File: src/rtl/booth_mult16_pkg.sv
// Shared types and constants for the sequential radix-2 Booth multiplier.
package booth_mult16_pkg;
    localparam int WIDTH_DEF = 16;

    typedef enum logic [2:0] {
        IDLE  = 3'd0,
        LOAD  = 3'd1,
        ALU   = 3'd2,
        SHIFT = 3'd3,
        DONE  = 3'd4
    } state_t;

    typedef enum logic [1:0] {
        OP_NOP = 2'd0,
        OP_ADD = 2'd1,
        OP_SUB = 2'd2
    } alu_op_t;
endpackage

File: src/rtl/booth_mult16_dp.sv
// Booth datapath: M/Q/A/Qm registers, add/sub unit, arithmetic shifter and iteration counter.
module booth_mult16_dp
    import booth_mult16_pkg::*;
#(
    parameter int WIDTH = WIDTH_DEF
) (
    input  logic               clk,
    input  logic               rst,
    input  logic               load,
    input  alu_op_t            op,
    input  logic               shift,
    input  logic [WIDTH-1:0]   inp1,
    input  logic [WIDTH-1:0]   inp2,
    output logic [2*WIDTH-1:0] out,
    output logic [1:0]         booth_bits,
    output logic               last
);
    localparam int CW = $clog2(WIDTH) + 1;

    logic [WIDTH:0]   a, m;
    logic [WIDTH-1:0] q;
    logic             qm;
    logic [CW-1:0]    count;

    always_ff @(posedge clk or posedge rst) begin
        if (rst) begin
            a     <= '0;
            m     <= '0;
            q     <= '0;
            qm    <= 1'b0;
            count <= '0;
        end else if (load) begin
            m     <= {inp1[WIDTH-1], inp1};
            q     <= inp2;
            a     <= '0;
            qm    <= 1'b0;
            count <= CW'(WIDTH);
        end else if (op == OP_ADD) begin
            a <= a + m;
        end else if (op == OP_SUB) begin
            a <= a - m;
        end else if (shift) begin
            // {A,Q,Qm} >>> 1 with A's sign bit replicated
            a     <= {a[WIDTH], a[WIDTH:1]};
            q     <= {a[0], q[WIDTH-1:1]};
            qm    <= q[0];
            count <= count - 1'b1;
        end
    end

    assign out        = {a[WIDTH-1:0], q};
    assign booth_bits = {q[0], qm};
    // Count reaches zero on this shift.
    assign last       = (count == CW'(1));
endmodule

File: src/rtl/booth_mult16.sv
// Sequential signed Booth multiplier: FSM sequencing the datapath with a start/done handshake.
module booth_mult16
    import booth_mult16_pkg::*;
#(
    parameter int WIDTH = WIDTH_DEF
) (
    input  logic               clk,
    input  logic               rst,
    input  logic               start,
    input  logic [WIDTH-1:0]   inp1,
    input  logic [WIDTH-1:0]   inp2,
    output logic [2*WIDTH-1:0] out,
    output logic               done,
    output logic               busy
);
    state_t     state, state_nxt;
    alu_op_t    op;
    logic       load, shift, last;
    logic [1:0] booth_bits;

    always_ff @(posedge clk or posedge rst) begin
        if (rst) state <= IDLE;
        else     state <= state_nxt;
    end

    always_comb begin
        state_nxt = state;
        case (state)
            IDLE:    if (start) state_nxt = LOAD;
            LOAD:    state_nxt = ALU;
            ALU:     state_nxt = SHIFT;
            SHIFT:   state_nxt = last ? DONE : ALU;
            DONE:    if (start) state_nxt = LOAD;
            default: state_nxt = IDLE;
        endcase
    end

    always_comb begin
        load  = (state == LOAD);
        shift = (state == SHIFT);
        done  = (state == DONE);
        busy  = (state == LOAD) || (state == ALU) || (state == SHIFT);
        op    = OP_NOP;
        if (state == ALU) begin
            case (booth_bits)
                2'b10:   op = OP_SUB;
                2'b01:   op = OP_ADD;
                default: op = OP_NOP;
            endcase
        end
    end

    booth_mult16_dp #(.WIDTH(WIDTH)) u_dp (
        .clk        (clk),
        .rst        (rst),
        .load       (load),
        .op         (op),
        .shift      (shift),
        .inp1       (inp1),
        .inp2       (inp2),
        .out        (out),
        .booth_bits (booth_bits),
        .last       (last)
    );
endmodule

File: config.mk
export PLATFORM = sky130hd
export DESIGN_NAME = booth_mult16
export DESIGN_NICKNAME = d
export VERILOG_FILES = /design/src/rtl/booth_mult16_pkg.sv /design/src/rtl/booth_mult16_dp.sv /design/src/rtl/booth_mult16.sv
export SDC_FILE = /design/constraint.sdc
export NUM_CORES = 1
export LEC_CHECK = 0
export ABC_AREA = 1
export BUFFER_PORTS_ARGS = -buffer_cell sky130_fd_sc_hd__buf_2
export CAP_MARGIN = 30
export CORE_UTILIZATION = 50
export DETAILED_ROUTE_END_ITERATION = 16
export PLACE_DENSITY = 0.74
export SLEW_MARGIN = 15
export SYNTH_ARGS = -nofsm -noshare
export SYNTH_HDL_FRONTEND = slang
export SYNTH_SLANG_ARGS = --single-unit
File: constraint.sdc
create_clock -name clk -period 1.97 [get_ports clk]
set_input_delay 0.4925 -clock clk [delete_from_list [all_inputs] [get_ports clk]]
set_output_delay 0.4925 -clock clk [all_outputs]
set_load 0.005 [all_outputs]
**Yosys cells after proc, flatten, opt, wreduce, memory -nomap -nowiden**

Cells that the tools add are included.

- Div/mod/pow operators: 0
- $lt $le $gt $ge: 0
- Muxes and demuxes: 21
- Reduce and logical (&&, ||, !) cells: 8
- Bitwise gates (word level): 0
- Multiply operators: 0
- Shifts and indexed selects: 0
- Add/sub/neg operators: 3
- Equality and inequality tests: 12

Operators by type and width:

| kind | number |
|---|---|
| $mux 16 | 5 |
| $mux 17 | 3 |
| $mux 5 | 4 |
| $add 17x17->17 | 1 |
| $sub 17x17->17 | 1 |
| $pmux 3 s4 | 1 |
| $eq 3x2->1 const B | 2 |
| $mux 3 | 2 |
| $eq 5x1->1 const B | 1 |
| $sub 5x1->5 const B | 1 |
| $eq 2x1->1 const B | 2 |
| $eq 2x2->1 const B | 2 |
| $mux 1 | 4 |
| $ne 2x2->1 const B | 2 |
| $pmux 2 s2 | 1 |
| $reduce_bool 4->1 | 1 |
| $eq 3x1->1 const B | 1 |
| $eq 3x3->1 const B | 1 |
| $logic_not 3->1 | 1 |
| $reduce_and 3->1 | 1 |
| $reduce_bool 3->1 | 1 |
| $logic_or 1x1->1 | 2 |
| $mux 2 | 1 |
| $ne 2x1->1 const B | 1 |
| 2 further kinds | 2 |

- Bits in writable memories: 0
- Logic and storage cells: 51
- Latch bits: 0
- Output and inout port bits: 34
- Memories: 0
- Register bits after elaboration: 58
- Memory bits (read-only): 0

**Longest topological paths before layout**

- Depth after elaboration: 7
- Mapped depth: 16

**Hierarchy**

From an unflattened synthesis, not the netlist that was laid out.

- Cell total of the unflattened synthesis: 769
- Area, all modules: 4,977.3 µm²

Modules (own cells, without submodules):

| module | area each (µm²) | cells each | seq. area each (µm²) | times used |
|---|---|---|---|---|
| booth_mult16_dp | 4,788.3 | 739 | 1,376.3 | 1 |
| booth_mult16 | 188.9 | 30 | 75.1 | 1 |

**Least setup slack after synthesis**

OpenSTA, ideal clock, no wires.

- Kind: flip-flop to flip-flop
- Start point: reg state[2]
- End point: reg u_dp.a[11]
- Library setup time: 0.117 ns
- Arrival time: 1.789 ns
- Slack: 0.064 ns
- Cell stages (with the launch flop): 11
- Path through: dfrtp_1 nor3_1 inv_1 nor3_1 ha_1 clkinv_1 buf_4 a21oi_1 nand2_1 nand3_1 nand2_1

- Longest elaborated chain between the ends: 6
- Elaborated cells on any way between the ends: 10
- Classes of those cells: eq/ne (5); mux (4); reduce/logical (1)

Ends and longest elaborated chain:

| what | RTL line | text |
|---|---|---|
| from (decl) | booth_mult16.sv:16 | `state_t state, state_nxt;` |
| from (signal assigned) | booth_mult16.sv:23 | `else state <= state_nxt;` |
| $eq 3x2->1 | booth_mult16.sv:44 | `if (state == ALU) begin` |
| $mux 2 | booth_mult16.sv:44 |  |
| $eq 2x2->1 | booth_mult16_dp.sv:40 | `end else if (op == OP_SUB) begin` |
| $mux 17 | booth_mult16_dp.sv:40 |  |
| $mux 17 | booth_mult16_dp.sv:38 | `end else if (op == OP_ADD) begin` |
| $mux 17 | booth_mult16_dp.sv:32 | `end else if (load) begin` |
| to (signal assigned) | booth_mult16_dp.sv:39 | `a <= a + m;` |
| to (signal assigned) | booth_mult16_dp.sv:41 | `a <= a - m;` |
| to (signal assigned) | booth_mult16_dp.sv:44 | `a <= {a[WIDTH], a[WIDTH:1]};` |
| to (decl) | booth_mult16_dp.sv:20 | `logic [WIDTH:0] a, m;` |

Parallel ways exist; a longest one is shown, timed or not. The select of a mux whose other input is x is not followed.
A chain may end at the register's enable or synchronous reset.

**Worst setup path after layout**

- Start point: reg u_dp.a[3]
- End point: reg u_dp.a[13]

- Longest elaborated chain between the ends: 4
- Elaborated cells on any way between the ends: 5
- Classes of those cells: add/sub (2); mux (3)

Ends and longest elaborated chain:

| what | RTL line |
|---|---|
| $sub 17x17->17 | booth_mult16_dp.sv:41 |
| $mux 17 | booth_mult16_dp.sv:40 |
| $mux 17 * | booth_mult16_dp.sv:38 |
| $mux 17 * | booth_mult16_dp.sv:32 |

Mark *: on every way between the ends. The rest lies on a longest branch, timed or not. The select of a mux whose other input is x is not followed.

==> impl_metrics.env <==
export IMPL_status="complete, no violations"
export IMPL_setup_viol_count_final=0
export IMPL_rr_startpoint="u_dp.a[3]"
export IMPL_grt_pass1_wl_um=22400
export IMPL_clockBufferDepth=2
export IMPL_io_pins=69
export IMPL_min_delay_path_class="in -> async"
export IMPL_start_util_pct=51.4
export IMPL_drt_initial_drc_count=301
export IMPL_overflow=0
export IMPL_synth_area_top_cells="dfrtp_1 (29%), nand2_1 (20%), ha_1 (9.0%), inv_1 (8.4%), nand3_1 (7.4%)"
export IMPL_critPathMaxFanout=3
export IMPL_cts_sinks=58
export IMPL_path_clk_slew_ns=0.08
export IMPL_path_delay_family="simple AND/OR/NAND/NOR gates"
export IMPL_drv_slew=0
export IMPL_reg2reg_slack_ns=0.09
export IMPL_cap_violations=0
export IMPL_synthFlopType="dfrtp_1"
export IMPL_cp_start_kind="register"
export IMPL_cts_tree="done"
export IMPL_synth_warnings=0
export IMPL_coreArea_um2=9730
export IMPL_whs_ns=0.156
export IMPL_die_w_um=102
export IMPL_ys_types=38
export IMPL_peakVddDrop_v=0.000921
export IMPL_synth_nets=824
export IMPL_tightest_slew_ns=0.348
export IMPL_period_minus_slack_ns=1.88
export IMPL_syn_area_per_cell_um2=6.66
export IMPL_synth_common_cells="nand2_1 (262), inv_1 (112), nand3_1 (74)"
export IMPL_finalHoldViolCount=0
export IMPL_power_leakage_uw=0.00341
export IMPL_fillers=876
export IMPL_nets=916
export IMPL_reg2reg_to="u_dp.a[13]"
export IMPL_crit_required_ns=2.25
export IMPL_syn2layout_area_growth_pct=24.5
export IMPL_grt_pass1_vias=4781
export IMPL_async_flop_share_pct=100
export IMPL_syn_area_um2=5000
export IMPL_place_congestion=0.931
export IMPL_dpl_worst_slack_ns=-0.0342
export IMPL_synth_cells=751
export IMPL_path_class="reg -> reg"
export IMPL_ff_latch_area_um2=1450
export IMPL_crit_path_frequent_cell="nand2_1"
export IMPL_timing_setup_tns_ns=0
export IMPL_htreeDepth=3
export IMPL_worstRegToRegCells=11
export IMPL_crit_end="u_dp.a[13]"
export IMPL_drtAntennaViolNets=0
export IMPL_fin_worst_skew_ns=0.0153
export IMPL_power_density_nw_per_um2=1760
export IMPL_postCtsHoldBufs=0
export IMPL_postLayoutCellArea_um2=6220
export IMPL_die_area_um2=10400
export IMPL_clk_latency_ns=0.38
export IMPL_cp_depth=11
export IMPL_total_power_uw=10900
export IMPL_synth_seq_cells=58
export IMPL_drc_errors=0
export IMPL_crit_start="u_dp.a[3]"
export IMPL_drt_pass1_iter_count=5
export IMPL_yosysTopAreaCell="dfrtp_1"
export IMPL_grt_util_all_layers_pct=28.2
export IMPL_vias=5101
export IMPL_crit_slowest_cell="dfrtp_1"
export IMPL_wl_per_cell_um=14.4
export IMPL_synth_most_common_cell="nand2_1"
export IMPL_cp_end_kind="register"
export IMPL_grt_max_degree=59
export IMPL_multi_input_comb_area_um2=3090
export IMPL_yosysSeqAreaShare_pct=29.0
export IMPL_timing_fmax_mhz=531
export IMPL_path_cells="buf_4, ha_1, nand2_1, nand2_1, nand3b_1, nand2_1, nand3_1, nand2_1, nand3_1, nand3_1, nand2_1"
export IMPL_rsz0062_at_grt="yes"
export IMPL_die_y_um=102
export IMPL_path_buf_inv=1
export IMPL_period_share_pct=95.5
export IMPL_slew_headroom_pct=76.8
export IMPL_drive_gt1_share_pct=26.7
export IMPL_synth_top_area_share_pct=29.0
export IMPL_antenna_cells=0
export IMPL_dpl_hpwl_um=10400
export IMPL_rows=36
export IMPL_slowest_delay_ns=0.41
export IMPL_cp_arrival_ns=2.16
export IMPL_setup_ws_ns=0.0878
export IMPL_routed_wl_um=14200
export IMPL_drt_vias_per_instance=5.20
export IMPL_cts_root_buffer="clkbuf_8"
export IMPL_port_buffer_count=68
export IMPL_synth_edf_count=0
export IMPL_cts_made_buffers=9
export IMPL_placedInstanceArea_um2=5580
export IMPL_grt_antenna_before_repair=0
[tightest hold or removal path: stages]
cell and delay, ns:
buf_2 0.10, inv_2 0.06, buf_12 0.28
[layer usage]
metal | wire (µm) | part of all wire (%) | vias to the layer above | global-route usage, %
li1 | - | - | 2510 | -
met1 | 6140 | 43 | 2366 | 36.6
met5 | 0 | 0 | - | 0
met2 | 6700 | 47 | 190 | 45.9
met3 | 970 | 6.9 | 35 | 6.57
met4 | 349 | 2.5 | 0 | 10.3
[layout make-up]
cell class                 count  share of cell area (%)
sequential                    58                    23.4
tap                          133                    2.67
clock buffer                  12                    2.65
clock inverter                 4                    1.17
timing repair buffer         121                    12.8
multi-input combinational    528                    49.7
inverter                     125                    7.66
[cells in the final DEF, fill, tap and decap left out, types with 4 or more instances in the layout]
cell type	n
nand2_1	257
inv_1	102
nand3_1	70
buf_2	68
dfrtp_1	56
buf_4	47
a21oi_1	29
nor2_1	26
o21ai_0	25
ha_1	19
inv_2	18
ha_4	17
nand2_2	15
clkbuf_8	12
xor2_1	8
a21oi_2	7
nand3_2	6
nand4_1	6
nor2_4	4
o21ai_1	4
o22ai_1	4
buf_12	4
[registers in the layout, indices dropped and copies added, names as in the netlist]
name / count
u_dp.a: 17
u_dp.m: 16
u_dp.q: 16
u_dp.count: 5
state: 3
u_dp.qm: 1
[per-stage QoR]
step,cells,utilization [%]
after CTS,973,60.2
after global routing,981,64.0
after detailed placement,957,57.4
after global placement,957,57.4
final,981,64.0
after floorplan,751,-
[kinds of logic (layout without fill, tap and decap cells)]
kind of cell | count (synthesis) | count (layout) | synth area share (%)
AND/OR/NAND/NOR | 401 | 401 | 34.6
buffers and inverters | 165 | 262 | 15.6
AO/OA/AOI/OAI | 79 | 79 | 9.13
flip-flops | 58 | 58 | 29.0
adder cells (fa/ha/maj) | 38 | 38 | 9.81
XOR/XNOR | 10 | 10 | 1.75
[worst min path at each step]
stage,slack [ns],to,cells past startpoint
global route,0.19,u_dp.m[15],3
global placement,0.49,u_dp.q[11],2
detailed placement,0.49,u_dp.q[6],2
finish,0.16,u_dp.q[5],3
CTS,0.16,u_dp.m[15],3
floorplan,0.47,u_dp.count[4],2
[power breakdown]
| group | internal, µW | leakage (µW) | switching [µW] |
|---|---|---|---|
| sequential | 1700 | 0.000734 | 403 |
| combinational | 2980 | 0.00255 | 4490 |
| clock | 813 | 0.000119 | 554 |
| total | 5490 | 0.00341 | 5450 |
[timing repair]
action,4_1_cts,5_1_grt
pin swaps,1,11
gates resized for setup,8,66
setup endpoints to repair,14,17
setup buffers,0,8
(Power assumes the default switching activity.)
